### src/rtl/fib_pkg.sv
// Shared Fibonacci types and constants.
// Used by both the generator and the inverse (fib_index) datapaths.
package fib_pkg;

    typedef enum logic [1:0] {
        S_IDLE,
        S_RUN,
        S_DONE
    } state_t;

    typedef logic [15:0] u16_t;
    typedef logic [16:0] u17_t;

    localparam u17_t FIB0    = 17'd0;
    localparam u17_t FIB1    = 17'd1;
    localparam int   MAX_IDX = 25;

endpackage

### src/rtl/fib_step.sv
// One Fibonacci advance: (r0, r1) -> (r1, r0 + r1).
// Purely combinational; fib(26) = 121393 still fits 17 bits.
module fib_step
    import fib_pkg::*;
(
    input  u17_t r0,
    input  u17_t r1,
    output u17_t nr0,
    output u17_t nr1
);

    assign nr0 = r1;
    assign nr1 = r0 + r1;

endmodule

### src/rtl/fib_index.sv
// Inverse Fibonacci: smallest n with fib(n) >= din, plus fib(n) and exact flag.
// One compare per cycle; busy/done are registered from the state and trail it.
module fib_index
    import fib_pkg::*;
#(
    parameter int WIDTH   = 16,
    parameter int MAX_IDX = fib_pkg::MAX_IDX
) (
    input  logic                         clk,
    input  logic                         reset,
    input  logic [WIDTH-1:0]             din,
    input  logic                         start,
    output logic [$clog2(MAX_IDX+1)-1:0] dout,
    output logic [WIDTH:0]               fib_val,
    output logic                         exact,
    output logic                         busy,
    output logic                         done
);

    localparam int IW = $clog2(MAX_IDX + 1);

    state_t          state;
    state_t          state_nx;
    logic [WIDTH:0]  target;
    u17_t            r0;
    u17_t            r1;
    u17_t            nr0;
    u17_t            nr1;
    logic [IW-1:0]   idx;
    logic            load;
    logic            hit;

    fib_step u_step (
        .r0  (r0),
        .r1  (r1),
        .nr0 (nr0),
        .nr1 (nr1)
    );

    assign hit = (r0 >= u17_t'(target));

    // Next-state decode and load strobe; start is ignored while running.
    always_comb begin
        state_nx = state;
        load     = 1'b0;
        unique case (state)
            S_IDLE: begin
                if (start) begin
                    load     = 1'b1;
                    state_nx = S_RUN;
                end
            end
            S_RUN: begin
                if (hit) begin
                    state_nx = S_DONE;
                end
            end
            S_DONE: begin
                if (start) begin
                    load     = 1'b1;
                    state_nx = S_RUN;
                end
            end
            default: state_nx = S_IDLE;
        endcase
    end

    // State register.
    always_ff @(posedge clk or negedge reset) begin
        if (!reset) begin
            state <= S_IDLE;
        end else begin
            state <= state_nx;
        end
    end

    // Iteration registers: latch target on start, advance while below it.
    always_ff @(posedge clk or negedge reset) begin
        if (!reset) begin
            target <= '0;
            r0     <= FIB0;
            r1     <= FIB1;
            idx    <= '0;
        end else if (load) begin
            target <= din;
            r0     <= FIB0;
            r1     <= FIB1;
            idx    <= '0;
        end else if (state == S_RUN && !hit) begin
            r0     <= nr0;
            r1     <= nr1;
            idx    <= idx + 1'b1;
        end
    end

    // Result capture on the terminating compare; held until the next one.
    always_ff @(posedge clk or negedge reset) begin
        if (!reset) begin
            dout    <= '0;
            fib_val <= '0;
            exact   <= 1'b0;
        end else if (state == S_RUN && hit) begin
            dout    <= idx;
            fib_val <= r0;
            exact   <= (r0 == u17_t'(target));
        end
    end

    // Status flags follow the state one cycle later.
    always_ff @(posedge clk or negedge reset) begin
        if (!reset) begin
            busy <= 1'b0;
            done <= 1'b0;
        end else begin
            busy <= (state == S_RUN);
            done <= (state == S_DONE);
        end
    end

endmodule
### config.mk
export PLATFORM = sky130hd
export DESIGN_NAME = fib_index
export DESIGN_NICKNAME = d
export VERILOG_FILES = /design/src/rtl/fib_pkg.sv /design/src/rtl/fib_step.sv /design/src/rtl/fib_index.sv
export SDC_FILE = /design/constraint.sdc
export NUM_CORES = 1
export LEC_CHECK = 0
export CORE_MARGIN = 3
export CORE_UTILIZATION = 30
export CTS_CLUSTER_DIAMETER = 100
export DETAILED_ROUTE_END_ITERATION = 16
export PLACE_DENSITY = 0.52
export SLEW_MARGIN = 20
export SYNTH_ARGS = -nofsm -noshare
export SYNTH_HDL_FRONTEND = slang
export SYNTH_SLANG_ARGS = --single-unit
### constraint.sdc
create_clock -name clk -period 2.3 [get_ports clk]
set_input_delay 0.69 -clock clk [delete_from_list [all_inputs] [get_ports clk]]
set_output_delay 0.69 -clock clk [all_outputs]
set_load 0.01 [all_outputs]
Word level (Yosys, flattened, before mapping)
Cells that the tools add are included.

storage, ports and cells
  flip-flop bits (word level) = 82
  bits of input ports = 19
  word-level logic and storage cells = 36

operators by class
  equality and inequality tests = 5
  reductions and logical operators = 7
  $lt $le $gt $ge = 1
  add/subtract/negate cells = 2
  multiplexer cells = 11

operators by type and width
  operator                                                                count
  17-bit two-way mux                                                      4
  17-bit adder                                                            1
  17-bit by 16-bit equality test with 1-bit output                        1
  17-bit by 16-bit >= comparator with 1-bit output                        1
  5-bit two-way mux                                                       2
  5-bit by 1-bit adder with 5-bit output (second input constant)          1
  2-bit two-way mux                                                       2
  2-bit case mux with 2 select lines                                      1
  2-bit by 1-bit equality test with 1-bit output (second input constant)  1
  2-bit equality test (second input constant)                             1
  1-bit logical AND                                                       2
  2-bit zero test                                                         1
  1-bit two-way mux                                                       2
  2-bit by 1-bit != test with 1-bit output (second input constant)        1
  2-bit != test (second input constant)                                   1
  2-bit AND reduction                                                     1
  2-bit nonzero test                                                      1
  2-bit OR reduction                                                      1
  1-bit zero test                                                         1

Depth between registers and ports, before layout
  depth in word-level cells = 5
  depth in mapped cells = 10
  mapped depth without buffers = 8

By module
A second synthesis with hierarchy kept.

second synthesis, totals
  cells, all modules = 438
  area, all modules = 4678.2 µm²

modules (own cells, without submodules)
  module     area an instance (µm²)  cells each  seq. area each (µm²)  times used
  fib_index  3788.6                  321         2053.2                1
  fib_step   889.6                   117         0.0                   1

Least setup slack after synthesis
OpenSTA, ideal clock, no wires.

  path type = flip-flop to flip-flop
  start point = reg r0[0]
  end point = reg r1[16]
  data arrival time = 2.120 ns
  setup slack = 0.110 ns
  cell stages (with the launch flop) = 9
  buffers on the path = 0
  data required time = 2.230 ns
  library setup time = 0.070 ns
  cell sequence = dfrtp_1 ha_1 fa_1 a211oi_1 o21ai_1 o2111ai_1 a22oi_1 a211oi_1 nand3b_1

on the way
  longest elaborated chain between the ends = 4
  elaborated cells between the ends (all ways) = 7
  classes of those cells = 1 x add/sub; 1 x order compare; 2 x mux; 3 x reduce/logical

RTL lines
  element                                           line             RTL
  from (decl)                                       fib_index.sv:25  u17_t r0;
  from (signal assigned)                            fib_index.sv:90  r0 <= nr0;
  17-bit by 16-bit >= comparator with 1-bit output  fib_index.sv:40  assign hit = (r0 >= u17_t'(target));
  1-bit zero test                                   fib_index.sv:89  end else if (state == S_RUN && !hit) begin
  1-bit logical AND                                 fib_index.sv:89
  2-bit nonzero test (no line)                      -
  to (signal assigned)                              fib_index.sv:91  r1 <= nr1;
  to (decl)                                         fib_index.sv:26  u17_t r1;

Several ways; a longest one is shown, not always the timed one. The select of a mux whose other input is x is not followed.
A chain may end at the register's enable or synchronous reset.

Worst setup path after layout
  start point = reg r0[15]
  end point = reg fib_val[6]

on the way
  longest elaborated chain between the ends = 2

RTL lines
  element                                           line              RTL
  17-bit by 16-bit >= comparator with 1-bit output  fib_index.sv:40
  1-bit logical AND                                 fib_index.sv:102  end else if (state == S_RUN && hit) begin
  to (signal assigned)                              fib_index.sv:104  fib_val <= r0;
  to (decl)                                         fib_index.sv:14   output logic [WIDTH:0] fib_val,

No other way between the ends.

==> flow_summary_export.csv <==
group,metric,value,unit
run_status,result_of_the_run,"complete, no violations",
critical_path,critical_path.endpoint_type,"register",
pwr,seq_pwr_share,31.4,%
drt,detail-route-antenna-nets,0,
drt,num_vias,3323,
timing,whs,0.369,ns
critical_path,timing.setup.critical_path_class,"register to register",
timing,timing.final.crit_share,97.6,%
floorplan,initial_utilization,31.1,%
critical_path,critical_path.cell_chain,"ha_4 -> nand4b_1 -> buf_6 -> nor4_4 -> a21oi_2 -> a21boi_4 -> bufbuf_16 -> mux2_2",
finish,ff_latch_area,2060,µm²
finish,areaGrowthSynthToFinish,33.2,%
timing,report.final.hold_viol_count,0,
timing,grt_setup_unrepaired,"true",
logic_synthesis,avgSynthCellArea,10.5,µm²
floorplan,fp.coreArea,14100,µm²
timing,final-max-slew-violation-count,0,
logic_synthesis,synth_top_cell_area_share,46.3,%
logic_synthesis,synth_warnings,0,
logic_synthesis,synth-async-reset-ratio,100,%
timing,finalSetupViolations,0,
logic_synthesis,synthCells,418,
grt,total_global_routing_overflow,0,
logic_synthesis,synthesis.nets,471,
critical_path,cells_on_worst_reg2reg_path,8,
cts,clk_pin_slew,0.06,ns
pwr,powerDensity,1270,nW/µm²
grt,grtUsageTotal,13.2,%
logic_synthesis,cell_area_after_technology_mapping,4380,µm²
cts,clock_latency,0.34,ns
drt,initialDrtViolationCount,187,
critical_path,worstReg2RegEnd,"fib_val[6]$_DFFE_PN0P_",
critical_path,timing.critical_path.required,2.53,ns
timing,maximum_achievable_frequency,0.445,GHz
min_path,worst_hold_path_type,"primary input to async pin",
placed_design,port-buffer-count,43,
cts,cts_hold_repair.buffers,0,
finish,ant_diodes,0,
logic_synthesis,synthTopCellsByArea,"dfrtp_1 46%, ha_1 9.4%, mux2_2 9.3%, nand2_1 4.7%, nand3_1 4.2%",
drt,number_of_vias_per_cell,4.87,
cts,cts_num_sinks,82,
logic_synthesis,yosys.cell_count.top_type,"dfrtp_1",
pwr,sw_frac_of_total,36.5,%
grt,antenna_found_initial,0,
grt,grt_pass1_vias,3327,
logic_synthesis,synth-main-ff-cell,"dfrtp_1",
logic_synthesis,post_synth_most_frequent_cells,"81 x dfrtp_1, 55 x nand2_1, 37 x nand3_1",
floorplan,die_w,127,µm
drt,postRouteWirelength,10400,µm
placed_design,gpl.final_weighted_congestion,0.849,
cts,cts_root_buffer,"clkbuf_16",
drt,first_pass_drt_iterations,4,
finish,drive_above_1_share,23.7,%
cts,clock_tree.htree_level_count,3,
critical_path,timing.critical_path.slowest_stage_cell,"dfrtp_1",
pwr,power.net_switching,2710,µW
placed_design,hpwlAfterDp,6780,µm
drt,wl_per_cell,15.2,µm
grt,grt_first_pass_wirelength,17000,µm
pwr,peakVddDrop,0.000404,V
pwr,power_report.internal_total,4710,µW
timing,worst_clock_skew,0.00796,ns
critical_path,regToRegSetupSlack,0.05,ns
logic_synthesis,cell_type_contributing_the_most_total_cell_area_after_synthesis,"dfrtp_1",
critical_path,crit_path_max_incr_delay,0.41,ns
critical_path,worstReg2RegStart,"r0[15]$_DFFE_PN0P_",
job,cap_viol_max_count,0,
critical_path,crit_path_max_fanout,9,
pwr,pwr-share-clk,18.6,%
finish,final_cell_count_no_fill,683,
floorplan,num_rows,43,
floorplan,die_area,16100,µm²
logic_synthesis,synth-edff-count,0,
grt,grt_start_max_net_pins,83,
placed_design,placed_cells_incl_taps,649,
timing,slew_headroom,69.1,%
cts,clock_path_buffers,2,
logic_synthesis,flops_latches_synth,82,
finish,combined_area_of_the_multi_input_logic_cells,2220,µm²
logic_synthesis,synth.lib_cells_used.distinct,55,
cts,cts-buffers-inserted,9,
pwr,power.share.combinational,50.0,%
logic_synthesis,sequential_share_of_the_synthesized_area,46.9,%
pwr,leakagePower,0.00279,µW
cts,cts_tree,"built",
timing,worst_pin_slew,0.463,ns
drt,post_route_drc,0,
critical_path,kind_of_start_point_of_the_critical_path,"register",
critical_path,cp_data_arrival_time,2.47,ns
finish,number_of_fillers_in_the_final_layout,1371,
finish,num-nets-final,551,
floorplan,top_level_ports,44,
floorplan,height_of_the_die,127,µm
timing,minimum_clock_period_after_layout,2.25,ns
-- timing repair --
item	CTS	global route
cloned	1	3
gates resized for setup	1	28
setup buffers	13	1
setup endpoints to repair	22	63
hold endpoints to repair	0	0
pin swaps	1	9
-- sequential cells by signal, indices dropped and copies added, names as in the netlist --
name,count
idx,5
target,16
r1,17
fib_val,17
dout,5
state,2
exact,1
busy,1
done,1
r0,17
-- cell families after synthesis --
group / after synthesis / share of synthesized area [%]
adders and majority gates: 34 / 9.89
DFF: 82 / 46.9
AOI/OAI and AO/OA: 76 / 12.2
buffers and inverters: 43 / 4.20
muxes: 43 / 10.9
and+or+nand+nor: 131 / 14.1
xor gates and xnor gates: 9 / 1.80
-- stage by stage --
stage | cell area [µm²] | setup slack [ns] | utilization [%] | total power (µW) | TNS, ns
floorplan | 4380 | 0.110 | - | 4260 | 0
global placement | 5220 | -0.0271 | 37.0 | 5450 | -0.362
detailed placement | 5220 | -0.0290 | 37.0 | 5500 | -0.379
CTS | 5650 | 0.000620 | 40.0 | 7090 | 0
global route | 5830 | -0.0548 | 41.4 | 8030 | -0.544
finish | 5830 | 0.0550 | 41.4 | 7420 | 0
-- how the worst max path moves through the flow --
stage | start | to | depth (start not counted)
2_1_floorplan | r0[0]$_DFFE_PN0P_ | r1[16]$_DFFE_PN0P_ | 8
3_5_place_dp | r0[15]$_DFFE_PN0P_ | fib_val[16]$_DFFE_PN0P_ | 7
6_report | r0[15]$_DFFE_PN0P_ | fib_val[6]$_DFFE_PN0P_ | 8
5_1_grt | r0[3]$_DFFE_PN0P_ | r1[13]$_DFFE_PN0P_ | 7
4_1_cts | r0[12]$_DFFE_PN0P_ | fib_val[12]$_DFFE_PN0P_ | 8
3_3_place_gp | r0[15]$_DFFE_PN0P_ | fib_val[16]$_DFFE_PN0P_ | 7
-- layout make-up --
type / instances / share of cell area [%]
inverter: 24 / 1.55
clock inverter: 1 / 0.129
multi-input combinational: 293 / 38.2
timing repair buffer: 88 / 16.3
clock buffer: 15 / 4.76
sequential: 82 / 35.3
tap: 180 / 3.86
-- critical path, delay by kind of cell, from the launching register on --
family                   cells  cell delay, ns
buffers and inverters        2            0.45
flip-flops                   1            0.41
AND/OR/NAND/NOR              2            0.36
multiplexers                 1            0.33
adder cells (fa/ha/maj)      1            0.29
AO/OA/AOI/OAI                2            0.28
-- power by group through the flow --
stage	registers, µW	logic (µW)	clock network (µW)
floorplan	2340	1910	0
global route	2410	4110	1510
global placement	2350	3100	0
finish	2330	3710	1380
detailed placement	2360	3140	0
CTS	2330	3310	1440
-- layout by cell type (no fill, tap or decap), types with 4 or more instances in the layout --
master / n
mux2_2: 36
dfrtp_1: 79
buf_12: 7
clkdlybuf4s50_1: 42
nand4_1: 6
mux2i_1: 5
ha_1: 31
a21o_1: 5
nand3_1: 36
inv_1: 23
o21ai_1: 5
nand2_1: 54
o21ai_0: 15
a21oi_1: 14
xnor2_1: 5
buf_4: 31
nor2_1: 13
clkbuf_16: 12
xor2_1: 4
nor2b_1: 5
o211ai_1: 5
-- routing by layer --
layer  vias up  track usage (%)  share of wire, %
met5         -                0                 0
met4         0             3.66               1.2
met3        10             4.67               4.4
met2        60             19.6                45
met1      1604             18.2                49
li1       1649                -                 -
Note: power is estimated with default switching activity, not from simulation.
